`src/rtl/rule_scan_scheduler_if.sv`:
```
// rule_scan_scheduler_if: start/rule-select/status bundle between controller and scheduler
interface rule_scan_scheduler_if;
  logic       EN_REGRAS;
  logic [5:0] Ativo_UP;
  logic [3:0] Regras;
  logic       rule_valid;
  logic       Reset_inf;
  logic       EN_defuzzy;
  logic       busy;
  logic       done;
  logic       no_fire;
  logic [3:0] n_rules;
`ifdef FUZZY_SCHED_ABORT_EN
  logic       abort;
  modport master (output EN_REGRAS, Ativo_UP, abort,
                  input Regras, rule_valid, Reset_inf, EN_defuzzy, busy, done, no_fire, n_rules);
  modport slave  (input EN_REGRAS, Ativo_UP, abort,
                  output Regras, rule_valid, Reset_inf, EN_defuzzy, busy, done, no_fire, n_rules);
`else
  modport master (output EN_REGRAS, Ativo_UP,
                  input Regras, rule_valid, Reset_inf, EN_defuzzy, busy, done, no_fire, n_rules);
  modport slave  (input EN_REGRAS, Ativo_UP,
                  output Regras, rule_valid, Reset_inf, EN_defuzzy, busy, done, no_fire, n_rules);
`endif
endinterface

```
`src/rtl/rule_scan_scheduler.sv`:
```
// rule_scan_scheduler: scans the 3x3 fuzzy rule grid, presenting active rules to inference; optional abort via FUZZY_SCHED_ABORT_EN
module rule_scan_scheduler #(
  parameter int unsigned HOLD_CYC   = 2,
  parameter int unsigned DEFUZZ_LAT = 3
) (
  input logic clk_0,
  input logic Srst,
  rule_scan_scheduler_if.slave s
);
  typedef enum logic [2:0] {IDLE, CLEAR, SCAN, DEFUZZ, WAIT, DONE} state_t;
  localparam logic [3:0] HLAST = 4'(HOLD_CYC - 1);
  localparam logic [3:0] WLAST = 4'(DEFUZZ_LAT - 1);
  state_t state_q, state_d;
  logic [1:0] rs_q, i1_q, i1_d, i2_q, i2_d;
  logic [3:0] hcnt_q, hcnt_d, wcnt_q, wcnt_d, nr_q, nr_d;
  logic [5:0] act_q, act_d;
  logic [2:0] a1, a2;
  logic nf_q, nf_d, rv_q, rinf_q, edf_q, busy_q, done_q, cur_on, nxt_on, rdy;
  assign rdy    = rs_q[1];
  assign a1     = act_q[2:0];
  assign a2     = act_q[5:3];
  assign cur_on = a1[i1_q] & a2[i2_q];
  assign nxt_on = (state_d == SCAN) & a1[i1_d] & a2[i2_d];
  assign s.Regras     = {i1_q, i2_q};
  assign s.rule_valid = rv_q;
  assign s.Reset_inf  = rinf_q;
  assign s.EN_defuzzy = edf_q;
  assign s.busy       = busy_q;
  assign s.done       = done_q;
  assign s.no_fire    = nf_q;
  assign s.n_rules    = nr_q;
  // two-flop release synchronizer: starts are only honoured once reset release has settled
  always_ff @(posedge clk_0 or negedge Srst)
    if (!Srst) rs_q <= '0;
    else rs_q <= {rs_q[0], 1'b1};
  // next-state: walk combos row-major, dwelling HOLD_CYC cycles on active ones
  always_comb begin
    state_d = state_q;
    i1_d    = i1_q;
    i2_d    = i2_q;
    hcnt_d  = hcnt_q;
    wcnt_d  = wcnt_q;
    act_d   = act_q;
    nf_d    = nf_q;
    nr_d    = nr_q;
    case (state_q)
      IDLE: if (rdy && s.EN_REGRAS) begin
        state_d = CLEAR;
        act_d   = s.Ativo_UP;
        nf_d    = 1'b0;
        nr_d    = '0;
      end
      CLEAR: begin
        state_d = SCAN;
        hcnt_d  = '0;
      end
      SCAN: if (!cur_on || hcnt_q == HLAST) begin
        hcnt_d = '0;
        if (i2_q != 2'd2) i2_d = i2_q + 2'd1;
        else if (i1_q != 2'd2) begin
          i2_d = '0;
          i1_d = i1_q + 2'd1;
        end else begin
          state_d = (nr_q != '0) ? DEFUZZ : DONE;
          nf_d    = (nr_q == '0);
          i1_d    = '0;
          i2_d    = '0;
        end
      end else hcnt_d = hcnt_q + 4'd1;
      DEFUZZ: begin
        state_d = (DEFUZZ_LAT == 0) ? DONE : WAIT;
        wcnt_d  = '0;
      end
      WAIT: if (wcnt_q == WLAST) state_d = DONE;
            else wcnt_d = wcnt_q + 4'd1;
      default: state_d = IDLE;
    endcase
`ifdef FUZZY_SCHED_ABORT_EN
    if (s.abort && state_q != IDLE) begin
      state_d = IDLE;
      i1_d    = '0;
      i2_d    = '0;
      hcnt_d  = '0;
    end
`endif
  end
  // state and registered outputs, all derived from the next state
  always_ff @(posedge clk_0 or negedge Srst)
    if (!Srst) begin
      state_q <= IDLE;
      i1_q    <= '0;
      i2_q    <= '0;
      hcnt_q  <= '0;
      wcnt_q  <= '0;
      act_q   <= '0;
      nf_q    <= 1'b0;
      nr_q    <= '0;
      rv_q    <= 1'b0;
      rinf_q  <= 1'b0;
      edf_q   <= 1'b0;
      busy_q  <= 1'b0;
      done_q  <= 1'b0;
    end else begin
      state_q <= state_d;
      i1_q    <= i1_d;
      i2_q    <= i2_d;
      hcnt_q  <= hcnt_d;
      wcnt_q  <= wcnt_d;
      act_q   <= act_d;
      nf_q    <= nf_d;
      nr_q    <= nr_d + {3'b0, nxt_on & (hcnt_d == 4'd0)};
      rv_q    <= nxt_on;
      rinf_q  <= (state_d == CLEAR);
      edf_q   <= (state_d == DEFUZZ);
      busy_q  <= (state_d != IDLE);
      done_q  <= (state_d == DONE);
    end
endmodule

```
`src/flat_wrapper.sv`:
```
// flat-port wrapper written by rule: the top's interface ports become plain ports
module rule_scan_scheduler_flat 
#(
  parameter int unsigned HOLD_CYC   = 2,
  parameter int unsigned DEFUZZ_LAT = 3
)
  (clk_0, Srst, s_EN_REGRAS, s_Ativo_UP, s_Regras, s_rule_valid, s_Reset_inf, s_EN_defuzzy, s_busy, s_done, s_no_fire, s_n_rules);
  rule_scan_scheduler_if s_i ();
  input logic clk_0;
  input logic Srst;
  input wire logic [$bits(s_i.EN_REGRAS)-1:0] s_EN_REGRAS;
  input wire logic [$bits(s_i.Ativo_UP)-1:0] s_Ativo_UP;
  output wire logic [$bits(s_i.Regras)-1:0] s_Regras;
  output wire logic [$bits(s_i.rule_valid)-1:0] s_rule_valid;
  output wire logic [$bits(s_i.Reset_inf)-1:0] s_Reset_inf;
  output wire logic [$bits(s_i.EN_defuzzy)-1:0] s_EN_defuzzy;
  output wire logic [$bits(s_i.busy)-1:0] s_busy;
  output wire logic [$bits(s_i.done)-1:0] s_done;
  output wire logic [$bits(s_i.no_fire)-1:0] s_no_fire;
  output wire logic [$bits(s_i.n_rules)-1:0] s_n_rules;
  assign s_i.EN_REGRAS = s_EN_REGRAS;
  assign s_i.Ativo_UP = s_Ativo_UP;
  assign s_Regras = s_i.Regras;
  assign s_rule_valid = s_i.rule_valid;
  assign s_Reset_inf = s_i.Reset_inf;
  assign s_EN_defuzzy = s_i.EN_defuzzy;
  assign s_busy = s_i.busy;
  assign s_done = s_i.done;
  assign s_no_fire = s_i.no_fire;
  assign s_n_rules = s_i.n_rules;
  rule_scan_scheduler #(.HOLD_CYC(HOLD_CYC), .DEFUZZ_LAT(DEFUZZ_LAT)) u_core (.clk_0(clk_0), .Srst(Srst), .s(s_i));
endmodule
```
`config.mk`:
```
export PLATFORM = sky130hd
export DESIGN_NAME = rule_scan_scheduler_flat
export DESIGN_NICKNAME = d
export VERILOG_FILES = /design/src/rtl/rule_scan_scheduler_if.sv /design/src/rtl/rule_scan_scheduler.sv /design/src/flat_wrapper.sv
export SDC_FILE = /design/constraint.sdc
export NUM_CORES = 1
export LEC_CHECK = 0
export ABC_AREA = 1
export CAP_MARGIN = 10
export CORE_AREA = 3 3 64 66
export CTS_CLUSTER_DIAMETER = 60
export CTS_CLUSTER_SIZE = 12
export DETAILED_ROUTE_END_ITERATION = 6
export DIE_AREA = 0 0 67 69
export PLACE_DENSITY = 0.78
export SLEW_MARGIN = 30
export SYNTH_ARGS = -nofsm -noshare
export SYNTH_HDL_FRONTEND = slang
export SYNTH_SLANG_ARGS = --single-unit
```
`constraint.sdc`:
```
create_clock -name clk_0 -period 2.5 [get_ports clk_0]
set_input_delay 0.5 -clock clk_0 [delete_from_list [all_inputs] [get_ports clk_0]]
set_output_delay 0.5 -clock clk_0 [all_outputs]
set_load 0.01 [all_outputs]
```
# ---- Word-level counts from Yosys, hierarchy flattened
# Cells that the tools add are included.
dict set report word_totals {
  elab_cells 90
  ff_bits 33
}
dict set report classes {
  reduce_logical 13
  eq_ne 17
  addsub 5
  order_cmp 4
  bitwise_logic 4
  muxes 33
}
# op n
set ops {}
lappend ops {{3-bit two-way mux} 6}
lappend ops {{4-bit two-way mux} 4}
lappend ops {{4-bit case mux with 2 select lines} 2}
lappend ops {{3-bit case mux with 5 select lines} 1}
lappend ops {{2-bit two-way mux} 7}
lappend ops {{3-bit by 2-bit == test with 1-bit output, second input constant} 4}
lappend ops {{2-bit by 3-bit less-than comparator with 1-bit output, second input constant} 4}
lappend ops {{2-bit inequality test, second input constant} 5}
lappend ops {{4-bit by 1-bit adder with 4-bit output, second input constant} 2}
lappend ops {{1-bit binary-select mux with 2-bit select} 4}
lappend ops {{4-bit zero test} 2}
lappend ops {{1-bit two-way mux} 8}
lappend ops {{3-bit by 1-bit == test with 1-bit output, second input constant} 2}
lappend ops {{3-bit == test, second input constant} 2}
lappend ops {{5-bit AND reduction} 1}
lappend ops {{2-bit by 1-bit adder with 2-bit output, second input constant} 2}
lappend ops {{4-bit by 1-bit adder with 4-bit output} 1}
lappend ops {{1-bit AND} 4}
lappend ops {{4-bit by 1-bit == test with 1-bit output, second input constant} 1}
lappend ops {{4-bit by 2-bit == test with 1-bit output, second input constant} 1}
lappend ops {{2-bit by 1-bit inequality test with 1-bit output, second input constant} 2}
lappend ops {{2-bit AND reduction} 2}
lappend ops {{2-bit nonzero test} 2}
lappend ops {{4-bit nonzero test} 1}
lappend ops {{other kinds (6)} 6}

# ---- Logic depth before layout (Yosys ltp)
dict set report logic_depth {
  word_depth 13
  ltp_mapped 15
  ltp_nobuf 15
}

# ---- Worst setup path before layout
# No wires, ideal clock.
dict set report synth_path {
  path_kind {register to register}
  start {register u_core.i2_q[0]}
  end {register u_core.nr_q[3], in the netlist u_core.s.n_rules[3]}
  slack_ps 525
  synth_period_minus_slack_ps 1975
  setup_time_ps 71
  arrival_ps 1904
  path_stages_with_launch 16
  n_path_buf 0
  required_ps 2429
  cell_sequence {dfrtp_1 nor2_1 nand2_1 nand3_2 nand3_4 nand2_1 nand2_1 nand2_2 nand2_1 nand2_1 nand3_1 nor3_2 ha_1 nand3_1 xor2_1 nor2_1}
}
dict set report synth_via {
  elab_chain_cells 13
  elab_cells_between_ends 28
  classes_between {2 x add/sub; 2 x eq/ne; 17 x mux; 4 x bitwise; 3 x reduce/logical}
}
# element line_no
set synth_rtl {}
lappend synth_rtl {{start, declared} rule_scan_scheduler.sv:14} ;# logic [1:0] rs_q, i1_q, i1_d, i2_q, i2_d;
lappend synth_rtl {{start signal, assigned} rule_scan_scheduler.sv:106} ;# i2_q <= i2_d;
lappend synth_rtl {{1-bit binary-select mux with 2-bit select} rule_scan_scheduler.sv:22} ;# assign cur_on = a1[i1_q] & a2[i2_q];
lappend synth_rtl {{1-bit two-way mux (implied by the code)} rule_scan_scheduler.sv:22}
lappend synth_rtl {{1-bit AND} rule_scan_scheduler.sv:22}
lappend synth_rtl {{1-bit zero test} rule_scan_scheduler.sv:57} ;# SCAN: if (!cur_on || hcnt_q == HLAST) begin
lappend synth_rtl {{1-bit logical OR} rule_scan_scheduler.sv:57}
lappend synth_rtl {{2-bit two-way mux} rule_scan_scheduler.sv:57}
lappend synth_rtl {{2-bit two-way mux} rule_scan_scheduler.sv:46} ;# case (state_q)
lappend synth_rtl {{1-bit binary-select mux with 2-bit select} rule_scan_scheduler.sv:23} ;# assign nxt_on = (state_d == SCAN) & a1[i1_d] & a2[i2_d];
lappend synth_rtl {{1-bit two-way mux (implied by the code)} rule_scan_scheduler.sv:23}
lappend synth_rtl {{1-bit AND (2 in a row)} rule_scan_scheduler.sv:23}
lappend synth_rtl {{1-bit AND (*)} rule_scan_scheduler.sv:111} ;# nr_q <= nr_d + {3'b0, nxt_on & (hcnt_d == 4'd0)};
lappend synth_rtl {{4-bit by 1-bit adder with 4-bit output (*)} rule_scan_scheduler.sv:111}
lappend synth_rtl {{end signal, assigned} rule_scan_scheduler.sv:111}
lappend synth_rtl {{end, declared} rule_scan_scheduler.sv:15} ;# logic [3:0] hcnt_q, hcnt_d, wcnt_q, wcnt_d, nr_q, nr_d;
# Mark *: on every way between the ends. The rest lies on a longest branch, timed or not. The select of a mux whose other input is x is not followed.
# A chain may end at the register's enable or synchronous reset.

# ---- Worst setup path in the final report
dict set report layout_path {
  start {register u_core.hcnt_q[0]}
  end {register u_core.nr_q[3], in the netlist u_core.s.n_rules[3]}
}
dict set report layout_via {
  elab_chain_cells 10
  elab_cells_between_ends 21
  classes_between {2 x add/sub; 2 x eq/ne; 12 x mux; 3 x bitwise; 2 x reduce/logical}
}
# element line_no
set layout_rtl {}
lappend layout_rtl {{start, declared} rule_scan_scheduler.sv:15}
lappend layout_rtl {{start signal, assigned} rule_scan_scheduler.sv:107} ;# hcnt_q <= hcnt_d;
lappend layout_rtl {{4-bit by 1-bit == test with 1-bit output} rule_scan_scheduler.sv:57}
lappend layout_rtl {{1-bit logical OR} rule_scan_scheduler.sv:57}
lappend layout_rtl {{2-bit two-way mux} rule_scan_scheduler.sv:57}
lappend layout_rtl {{2-bit two-way mux} rule_scan_scheduler.sv:46}
lappend layout_rtl {{1-bit binary-select mux with 2-bit select} rule_scan_scheduler.sv:23}
lappend layout_rtl {{1-bit two-way mux (implied by the code)} rule_scan_scheduler.sv:23}
lappend layout_rtl {{1-bit AND (2 in a row)} rule_scan_scheduler.sv:23}
lappend layout_rtl {{1-bit AND (*)} rule_scan_scheduler.sv:111}
lappend layout_rtl {{4-bit by 1-bit adder with 4-bit output (*)} rule_scan_scheduler.sv:111}
# Marks and branches as above.

==> flow_metrics.env <==
export IMPL_p_int_uw=1400
export IMPL_crit_chain="ha_1 -> nand3_1 -> nand3_4 -> nand2_1 -> nand2_1 -> nand2_2 -> nand2_1 -> nand2_1 -> nand3_1 -> nor3_2 -> ha_1 -> nand3_1 -> xor2_1 -> nor2_1"
export IMPL_critical_path_max_stage_delay_ns=0.43
export IMPL_synth_cells=200
export IMPL_cp_arrival_ns=2.43
export IMPL_status="completed"
export IMPL_crit_top_cell="nand2_1"
export IMPL_hpwl_um=2450
export IMPL_numPortBuffers=22
export IMPL_ant_nets=0
export IMPL_vias=1336
export IMPL_cts_tree="built"
export IMPL_clkSinkCount=33
export IMPL_post_drt_wl_per_cell_um=11.5
export IMPL_cp_start_kind="flop"
export IMPL_nNetsFinal=246
export IMPL_required_ns=2.71
export IMPL_die_h_um=69
export IMPL_powerDensity_mw_per_mm2=1120
export IMPL_timing_fmax_mhz=449
export IMPL_dpl_instance_area_mm2=0.00197
export IMPL_utilization=0.572
export IMPL_final_cell_area_mm2=0.00208
export IMPL_final_hold_viol_count=0
export IMPL_power_switching_uw=936
export IMPL_vias_per_cell=4.79
export IMPL_antenna_found_initial=0
export IMPL_yosys_cell_types_count=26
export IMPL_grt_max_degree=34
export IMPL_dr_first_iter_drc_count=59
export IMPL_post_cts_buffers=0
export IMPL_clk_pin_slew_worst_paths_ns=0.07
export IMPL_crit_fanout=9
export IMPL_power_leakage_uw=0.00108
export IMPL_period_share=0.890
export IMPL_routed_wl_um=3220
export IMPL_peakVddDrop_mv=0.495
export IMPL_rsz0062_at_grt="false"
export IMPL_rows=22
export IMPL_avgSynthCellArea_um2=8.38
export IMPL_fill_cells=344
export IMPL_gp_congestion=0.847
export IMPL_setup_viol=0
export IMPL_ys_ff_latch=33
export IMPL_critical_path_slowest_cell="dfrtp_1"
export IMPL_min_period_ns=2.23
export IMPL_grt_pass1_wl_um=5680
export IMPL_cts_buffers_inserted=5
export IMPL_synthesis_nets=215
export IMPL_grt_overflow_total=0
export IMPL_synth_area_mm2=0.00168
export IMPL_yosysWarnings=0
export IMPL_seq_power_share=0.361
export IMPL_die_area_mm2=0.00462
export IMPL_setup_ws_ns=0.275
export IMPL_pwr_share_comb=0.436
export IMPL_final_setup_tns_ns=0
export IMPL_clock_latency_ns=0.28
export IMPL_clock_root_buffer="clkbuf_8"
export IMPL_min_path_type="flop to flop"
export IMPL_final_cell_mix="nand2_1 (38), inv_1 (38), dfrtp_1 (33)"
export IMPL_end_kind="flop"
export IMPL_p_sw_frac=0.400
export IMPL_slew_violations=0
export IMPL_drc=0
export IMPL_finClkSkew_ns=0.00873
export IMPL_pwr_share_clk=0.203
export IMPL_worstSetupPathType="flop to flop"
export IMPL_start_util=0.461
export IMPL_clock_path_buffers=2
export IMPL_grt_pass1_vias=1299
export IMPL_dieWidth_um=67
export IMPL_cts_max_level=2
export IMPL_multi_input_area_um2=694
export IMPL_diodes=0
export IMPL_max_cap_viol_count=0
export IMPL_post_place_ws_ns=0.221
export IMPL_drt_first_pass_iters=4
export IMPL_grt_usage=0.158
export IMPL_synth_seq_area_share=0.493
export IMPL_seqCellArea_um2=826
export IMPL_area_growth_pct=24.0
export IMPL_core_mm2=0.00363
export IMPL_drive_above_1_share=0.113
export IMPL_r2r_slack_ns=0.27
export IMPL_ios=23
metrics by stage:
step	instances	hold WS, ns	total power (µW)
floorplan	200	0.204	1520
global placement	272	0.335	1840
detailed placement	272	0.335	1870
CTS	279	0.350	2350
global route	279	0.371	2550
finish	279	0.349	2340
synth_stat cells, drive strengths merged:
| cell | number | area share |
|---|---|---|
| a21oi | 4 | 0.014 |
| xor2 | 4 | 0.021 |
| nand2 | 40 | 0.093 |
| inv | 40 | 0.090 |
| o21ai | 8 | 0.024 |
| xnor2 | 1 | 0.0052 |
| mux2 | 1 | 0.0067 |
| nand3b | 2 | 0.0090 |
| conb | 1 | 0.0022 |
| nand4 | 4 | 0.015 |
| nor3 | 2 | 0.012 |
| nor2 | 26 | 0.066 |
| nand3 | 25 | 0.091 |
| a21boi | 1 | 0.0067 |
| a22oi | 1 | 0.0045 |
| ha | 6 | 0.045 |
| dfrtp | 33 | 0.49 |
| buf | 1 | 0.0030 |
cells by family (layout without fill, tap and decap cells):
logic type               count (synthesis)  in the layout  synth area share
XOR/XNOR                                 5              5            0.0261
multiplexers                             1              1           0.00672
AND/OR/NAND/NOR                         99             99             0.285
AO/OA/AOI/OAI                           14             14            0.0493
buffers and inverters                   41             72            0.0926
flip-flops                              33             33             0.493
adder cells (fa/ha/maj)                  6              6            0.0448
other                                    1              1           0.00224
state kept, by name (all words and copies together), names as in the netlist:
signal               count
u_core.wcnt_q            4
u_core.s.n_rules         4
u_core.s.done            1
u_core.s.rule_valid      1
u_core.rs_q              2
u_core.s.Reset_inf       1
u_core.state_q           3
u_core.s.busy            1
u_core.hcnt_q            4
u_core.i1_q              2
u_core.act_q             6
u_core.i2_q              2
u_core.s.no_fire         1
u_core.s.EN_defuzzy      1
critical path, delay by kind of cell (launching register included):
family / cells / cell delay [ns]
simple gates: 11 / 1.18
flops: 1 / 0.43
fa+ha+maj: 2 / 0.42
xor+xnor: 1 / 0.15
routing by layer:
layer	GRT usage	routed length [µm]
met5	0	0
met4	0.106	116
met3	0.0293	112
met2	0.222	1470
met1	0.218	1520
path summary, 6_finish.rpt:
check	from	end	depth (start not counted)
min in group asynchronous	Srst	u_core.rs_q[0]$_DFF_PN0_	2
setup reg to reg	u_core.hcnt_q[0]$_DFF_PN0_	u_core.s.n_rules[3]$_DFF_PN0_	14
hold reg to reg	u_core.rs_q[0]$_DFF_PN0_	u_core.rs_q[1]$_DFF_PN0_	0
setup / recovery	u_core.hcnt_q[0]$_DFF_PN0_	u_core.s.n_rules[3]$_DFF_PN0_	14
hold / removal	u_core.rs_q[0]$_DFF_PN0_	u_core.rs_q[1]$_DFF_PN0_	0
max in group asynchronous	Srst	u_core.hcnt_q[2]$_DFF_PN0_	2
power groups by stage:
| stage | Sequential [µW] | Combinational (µW) | Clock [µW] |
|---|---|---|---|
| finish | 844 | 1020 | 474 |
| global route | 871 | 1170 | 508 |
| CTS | 843 | 1020 | 481 |
| detailed placement | 850 | 1020 | 0 |
| global placement | 847 | 996 | 0 |
| floorplan | 856 | 662 | 0 |
timing repair:
action | 4_1_cts | 5_1_grt
resized for setup | 0 | 1
hold buffers | 0 | 0
setup endpoints to repair | 0 | 1
layout make-up:
type / count / area share
repair buffers: 25 / 0.117
inverters: 40 / 0.0723
clock buffers: 5 / 0.0331
multi-input cells: 126 / 0.334
flip-flops and latches: 33 / 0.398
clock inverters: 2 / 0.0169
well taps: 48 / 0.0289
Note: power is estimated with default switching activity, not from simulation.
